File: config.mk
export PLATFORM = sky130hd
export DESIGN_NAME = segment_write_controller
export DESIGN_NICKNAME = d
export VERILOG_FILES = /design/src/rtl/segment_write_controller.sv
export SDC_FILE = /design/constraint.sdc
export NUM_CORES = 1
export LEC_CHECK = 0
export ABC_AREA = 1
export BUFFER_PORTS_ARGS = -buffer_cell sky130_fd_sc_hd__buf_2
export CORE_MARGIN = 2
export CORE_UTILIZATION = 37
export CTS_BUF_LIST = sky130_fd_sc_hd__clkbuf_8 sky130_fd_sc_hd__clkbuf_16
export CTS_CLUSTER_DIAMETER = 60
export DETAILED_ROUTE_END_ITERATION = 8
export GPL_TIMING_DRIVEN = 0
export HOLD_SLACK_MARGIN = 0.06
export PLACE_DENSITY = 0.77
export SYNTH_ARGS = -nofsm -noshare
export SYNTH_HDL_FRONTEND = slang
export SYNTH_SLANG_ARGS = --single-unit
File: constraint.sdc
create_clock -name clk -period 1.1 [get_ports clk]
set_clock_uncertainty 0.15 [all_clocks]
set_input_delay 0.055 -clock clk [delete_from_list [all_inputs] [get_ports clk]]
set_output_delay 0.055 -clock clk [all_outputs]
set_load 0.1 [all_outputs]
File: src/rtl/segment_write_controller.sv
// segment_write_controller
//   Sole write master for the 4-entry segment register file. Arbitrates CS/segment
//   load requests from the interrupt unit, the far-branch unit and the execution unit
//   with fixed priority (intr > br > ex). It issues one registered write per cycle and
//   generates the load side effects: a prefetch flush on a CS write, and an interrupt
//   inhibit that covers the instruction following an SS load.
//
// Ports:
//   clk, reset            clock, synchronous active-high reset
//   intr_valid/ready/data interrupt-entry CS load request
//   br_valid/ready/data   far branch/call/return CS load request
//   ex_valid/ready/id/data execution-unit segment load request
//   stall                 freezes all grants
//   instr_done            one-cycle pulse per retired instruction
//   sreg_we/write_id/write_data  register-file write port (registered)
//   prefetch_flush        pulse coincident with a CS write
//   irq_inhibit           interrupt sampling must be blocked
//   illegal_write         pulse: exec CS load was consumed and dropped
module segment_write_controller #(
  parameter logic [1:0] CS_ID = 2'd0,
  parameter logic [1:0] SS_ID = 2'd2
) (
  input  logic        clk,
  input  logic        reset,
  input  logic        intr_valid,
  output logic        intr_ready,
  input  logic [15:0] intr_data,
  input  logic        br_valid,
  output logic        br_ready,
  input  logic [15:0] br_data,
  input  logic        ex_valid,
  output logic        ex_ready,
  input  logic [1:0]  ex_id,
  input  logic [15:0] ex_data,
  input  logic        stall,
  input  logic        instr_done,
  output logic        sreg_we,
  output logic [1:0]  sreg_write_id,
  output logic [15:0] sreg_write_data,
  output logic        prefetch_flush,
  output logic        irq_inhibit,
  output logic        illegal_write
);

  localparam logic [1:0] S_IDLE  = 2'd0;
  localparam logic [1:0] S_ARMED = 2'd1;
  localparam logic [1:0] S_HOLD  = 2'd2;

  logic        we_d, we_q;
  logic [1:0]  id_d, id_q;
  logic [15:0] data_d, data_q;
  logic        flush_d, flush_q;
  logic        illegal_d, illegal_q;
  logic [1:0]  state_d, state_q;
  logic        grant_en;
  logic        ss_accept;

  // Readys are held low during reset so nothing is consumed while the block is cleared.
  assign grant_en   = ~stall & ~reset;
  assign intr_ready = grant_en & intr_valid;
  assign br_ready   = grant_en & br_valid & ~intr_valid;
  assign ex_ready   = grant_en & ex_valid & ~intr_valid & ~br_valid;

  assign ss_accept = ex_ready & (ex_id == SS_ID);

  always_comb begin
    we_d      = 1'b0;
    id_d      = 2'd0;
    data_d    = 16'd0;
    illegal_d = 1'b0;
    if (intr_ready) begin
      we_d   = 1'b1;
      id_d   = CS_ID;
      data_d = intr_data;
    end else if (br_ready) begin
      we_d   = 1'b1;
      id_d   = CS_ID;
      data_d = br_data;
    end else if (ex_ready) begin
      // Exec may not load CS: the request is consumed but turned into an error pulse.
      if (ex_id == CS_ID) begin
        illegal_d = 1'b1;
      end else begin
        we_d   = 1'b1;
        id_d   = ex_id;
        data_d = ex_data;
      end
    end
    flush_d = we_d & (id_d == CS_ID);
  end

  // Shadow FSM: ARMED covers the rest of the SS-loading instruction, HOLD the next one.
  always_comb begin
    state_d = state_q;
    if (intr_ready) begin
      state_d = S_IDLE;
    end else if (ss_accept) begin
      state_d = instr_done ? S_HOLD : S_ARMED;
    end else begin
      case (state_q)
        S_ARMED: if (instr_done) state_d = S_HOLD;
        S_HOLD:  if (instr_done) state_d = S_IDLE;
        default: state_d = S_IDLE;
      endcase
    end
  end

  always_ff @(posedge clk) begin
    if (reset) begin
      we_q      <= 1'b0;
      id_q      <= 2'd0;
      data_q    <= 16'd0;
      flush_q   <= 1'b0;
      illegal_q <= 1'b0;
      state_q   <= S_IDLE;
    end else begin
      we_q      <= we_d;
      id_q      <= id_d;
      data_q    <= data_d;
      flush_q   <= flush_d;
      illegal_q <= illegal_d;
      state_q   <= state_d;
    end
  end

  assign sreg_we         = we_q;
  assign sreg_write_id   = id_q;
  assign sreg_write_data = data_q;
  assign prefetch_flush  = flush_q;
  assign illegal_write   = illegal_q;
  assign irq_inhibit     = (state_q != S_IDLE);

endmodule

# Word level (Yosys, flattened, before mapping)
# Cells that the tools add are included.
# totals
register_bits	23
input_bits	57
output_inout_bits	25
# op_classes
n_eq_ne	5
mux	18
bitwise	14
n_reduce_logical	6
# ops
cell	count
16-bit 2-to-1 mux	4
2-bit 2-to-1 mux	8
1-bit AND	9
3-bit inequality test, second input constant	2
1-bit 2-to-1 mux	5
1-bit inverter	5
2-bit equality test, second input constant	2
2-bit logical NOT	2
2-bit one-hot mux with 2 select lines	1
4-bit OR reduction	1
2-bit by 1-bit equality test with 1-bit output, second input constant	1
2-bit AND reduction	1
2-bit nonzero test	1
2-bit OR reduction	1

# Depth between registers and ports, before layout
# depth
ltp_word	10
mapped_depth	8
depth_no_buf	7

# Least setup slack after synthesis
# No wires, ideal clock.
# synth_timing
path_type	in2reg
from	input port stall
to	register data_q[0] (netlist: sreg_write_data[0])
arrival_time_ns	1.056
required_time_ns	0.887
setup_slack_ns	-0.169
stages	6
path_cell_list	inv_1 nand2_4 nor2_4 buf_2 nand2_1 nand3_1
# synth_rtl
element	line_no	rtl
from (decl)	35	input logic stall,
1-bit inverter	59	assign grant_en = ~stall & ~reset;
1-bit AND	59	
1-bit AND	60	assign intr_ready = grant_en & intr_valid;
via intr_ready	26	output logic intr_ready,
16-bit 2-to-1 mux	71	if (intr_ready) begin
to (signal assigned)	119	data_q <= data_d;
to (decl)	51	logic [15:0] data_d, data_q;
# The timed path passes the listed nets, and every way through them passes these cells.
# A chain may end at the register's enable or synchronous reset.

# Worst setup path in the final report
# layout_timing
from	register state_q[0]
to	output port irq_inhibit
# layout_between
elab_chain_len	1
# layout_lines
element	line_no	rtl
from (decl)	54	logic [1:0] state_d, state_q;
from (signal assigned)	122	state_q <= state_d;
2-bit nonzero test	131	assign irq_inhibit = (state_q != S_IDLE);
to (decl)	41	output logic irq_inhibit,
# No other way between the ends.

==> results.ini <==
[routing]
num_vias = 1521
drcViolationCount = 0
drt_wl_total_um = 4953
dr.pass1.iters = 4
drt_iter0_drc = 31
viasPerCell = 5.053
detail-route-antenna-nets = 0
routedWlPerCell_um = 16.46

[critical_path]
path_delay_family = flip-flops
cp-start-kind = flop
worst-path-max-fanout = 3
crit_slowest_cell = dfxtp_2
crit_chain = or2_4, buf_12
end_kind = output pin
worstPathArrival_ns = 1.02
critical_path_class = flop to output pin
critPathRequiredTime_ns = 0.89
cpPeakStageDelay_ns = 0.33
critPathBufInv = 1

[yosys]
synth_nets = 182
muxShareOfSynthArea = 0
yosys.area.top_type = dfxtp_1
yosysWarnings = 0
syn_avg_cell_area_sq_um = 7.547
synth_edf_count = 0
ys_seq_area_frac = 0.4881
synth_xor_area_frac = 0
synth_seq_cells = 23
synth_ff_type = dfxtp_1
synth_fa_ha_area_frac = 0
yosysUniqueCellTypes = 15
ys_top_cells_by_count = nand2_1 (39), nand3_1 (35), dfxtp_1 (23), nor2_1 (9), inv_1 (7)
synth_compound_area_frac = 0
syn-instance-count = 125
yosysTopAreaCellShare = 0.4881
synth_top_family_by_area = simple AND/OR/NAND/NOR gates
synth_top_cells_by_area = dfxtp_1 (49%), nand3_1 (19%), nand2_1 (16%), nor2_1 (3.6%), inv_1 (2.8%)
syn_area_sq_um = 943.4
yosysMostFrequentCell = nand2_1
synthArstFlopShare = 0
yosys.area_share.simple = 0.4390

[clock_tree]
clk_pin_slew_ns = 0.09
cts_buffers = 3
clock_latency_ns = 0.26
htreeDepth = 1
hold_buffers = 53
cts_sinks = 23
cts_buffer_depth = 2
cts_tree = yes
clockRootBuffer = clkbuf_8

[floorplan]
core_sq_um = 2455
die_area_sq_um = 2970
die_height_um = 54.50
pin_count = 82
initial_core_util = 0.3843
die_w_um = 54.50
rows = 18

[power_and_ir_drop]
report.power.total_mw = 2.158
p_leak_nw = 1.140
vdd_ir_drop_max_uv = 900.1
p_per_area_nw_per_um2 = 964.9

[sta]
maxClockFrequency_mhz = 814.1
slew_violations = 0
tightestPinTransition_ns = 0.3109
period_share = 1.117
whs_ns = -0.03115
hold_viol = 3
max-slew-margin-rel = 0.7922
grt_setup_unrepaired = yes
setup_viol = 1
fin_ws_ns = -0.1283
period_needed_ns = 1.228

[grt]
grt_pass1_vias = 1362
grt_start_max_net_pins = 13
antenna_found_initial = 0
grt_remaining_overflow = 0
grt_use_total = 0.2878
grt_pass1_wl_um = 5989

[placement]
io_buffers = 81
hpwl_um = 1889
dpl_cell_area_sq_um = 1450
gp_congestion = 0.6701

[finish]
drive_gt1_frac = 0.4982
final_area_sq_um = 2236
diodes = 0
area_growth_pct = 137.0
fin_nets = 329
post-route-util = 0.9108

[status]
violations = negative hold slack, negative setup slack
status = finished, violations left

[job]
maxCapViolations = 0

[worst_hold_path]
hold_class = input pin to flop

stage by stage:
step,setup TNS [ns],hold slack (ns),setup WS (ns),instances
floorplan,-0.07637,-0.02343,-0.01398,125
global route,-0.1625,-0.02046,-0.1476,301
CTS,-0.1050,-0.001044,-0.1050,296
finish,-0.1283,-0.03115,-0.1283,301
global placement,-3.107,0.09827,-0.4768,236
detailed placement,-2.889,0.1004,-0.4614,236
cell usage in the layout, fill, tap and decap left out:
master,n
nand2_1,32
dlygate4sd3_1,52
buf_16,2
nor2_1,7
or2_4,1
dfxtp_2,21
buf_2,55
clkbuf_8,3
inv_4,3
nand2_2,7
nor3_1,1
nor3b_4,1
nor2_4,2
buf_6,6
nand2_4,2
dfxtp_1,2
nand3_1,35
buf_12,2
buf_4,29
nor2_2,1
inv_1,7
metal layers:
| metal | GRT usage | share of wire | vias up |
|---|---|---|---|
| li1 | - | - | 693 |
| met1 | 0.2768 | 0.35 | 698 |
| met2 | 0.5622 | 0.51 | 114 |
| met3 | 0.07104 | 0.11 | 16 |
| met4 | 0.1333 | 0.031 | 0 |
| met5 | 0 | 0 | - |
final timing paths:
| path | from | slack (ns) | cells past startpoint | endpoint |
|---|---|---|---|---|
| worst max-delay path | state_q[0] | -0.13 | 2 | irq_inhibit |
| worst min-delay path | br_valid | -0.03 | 4 | illegal_write |
| worst max register to register | state_q[0] | 0.17 | 3 | state_q[1] |
| worst min register to register | state_q[0] | 0.40 | 3 | state_q[1] |
layout make-up:
class / instances / area, sq um
inverter: 9 / 41.29
fill: 108 / 219.0
timing repair buffer: 143 / 1141
tap: 30 / 37.54
buffer: 3 / 35.03
sequential: 23 / 486.7
clock inverter: 1 / 3.754
multi-input combinational: 89 / 449.2
clock buffer: 3 / 41.29
power breakdown:
group / leakage, nW / switching (mW) / total [mW] / internal, mW
sequential: 0.197 / 0.0127 / 0.885 / 0.872
clock: 0.0269 / 0.276 / 0.525 / 0.249
combinational: 0.916 / 0.447 / 0.748 / 0.301
logic make-up (layout without fill, tap and decap cells):
kind of cell	Yosys count	count (layout)
and+or+nand+nor	89	89
DFF	23	23
buffers and inverters	13	159
sequential cells by signal (all words and copies together) (netlist names):
signal	count
prefetch_flush	1
sreg_we	1
sreg_write_id	2
illegal_write	1
sreg_write_data	16
state_q	2
timing repair:
item,CTS,global route
setup buffers,3,7
pin swaps,2,6
endpoints found under the hold margin,21,3
gates cloned,0,0
setup endpoints to repair,25,9
gates resized for setup,38,13
worst register-to-register path: stages, from the launching register on:
cell,delay [ns]
dfxtp_2,0.33
nor3_1,0.22
nand3_1,0.10
nand2_1,0.07
No activity file was read; power rests on OpenSTA's default activity.
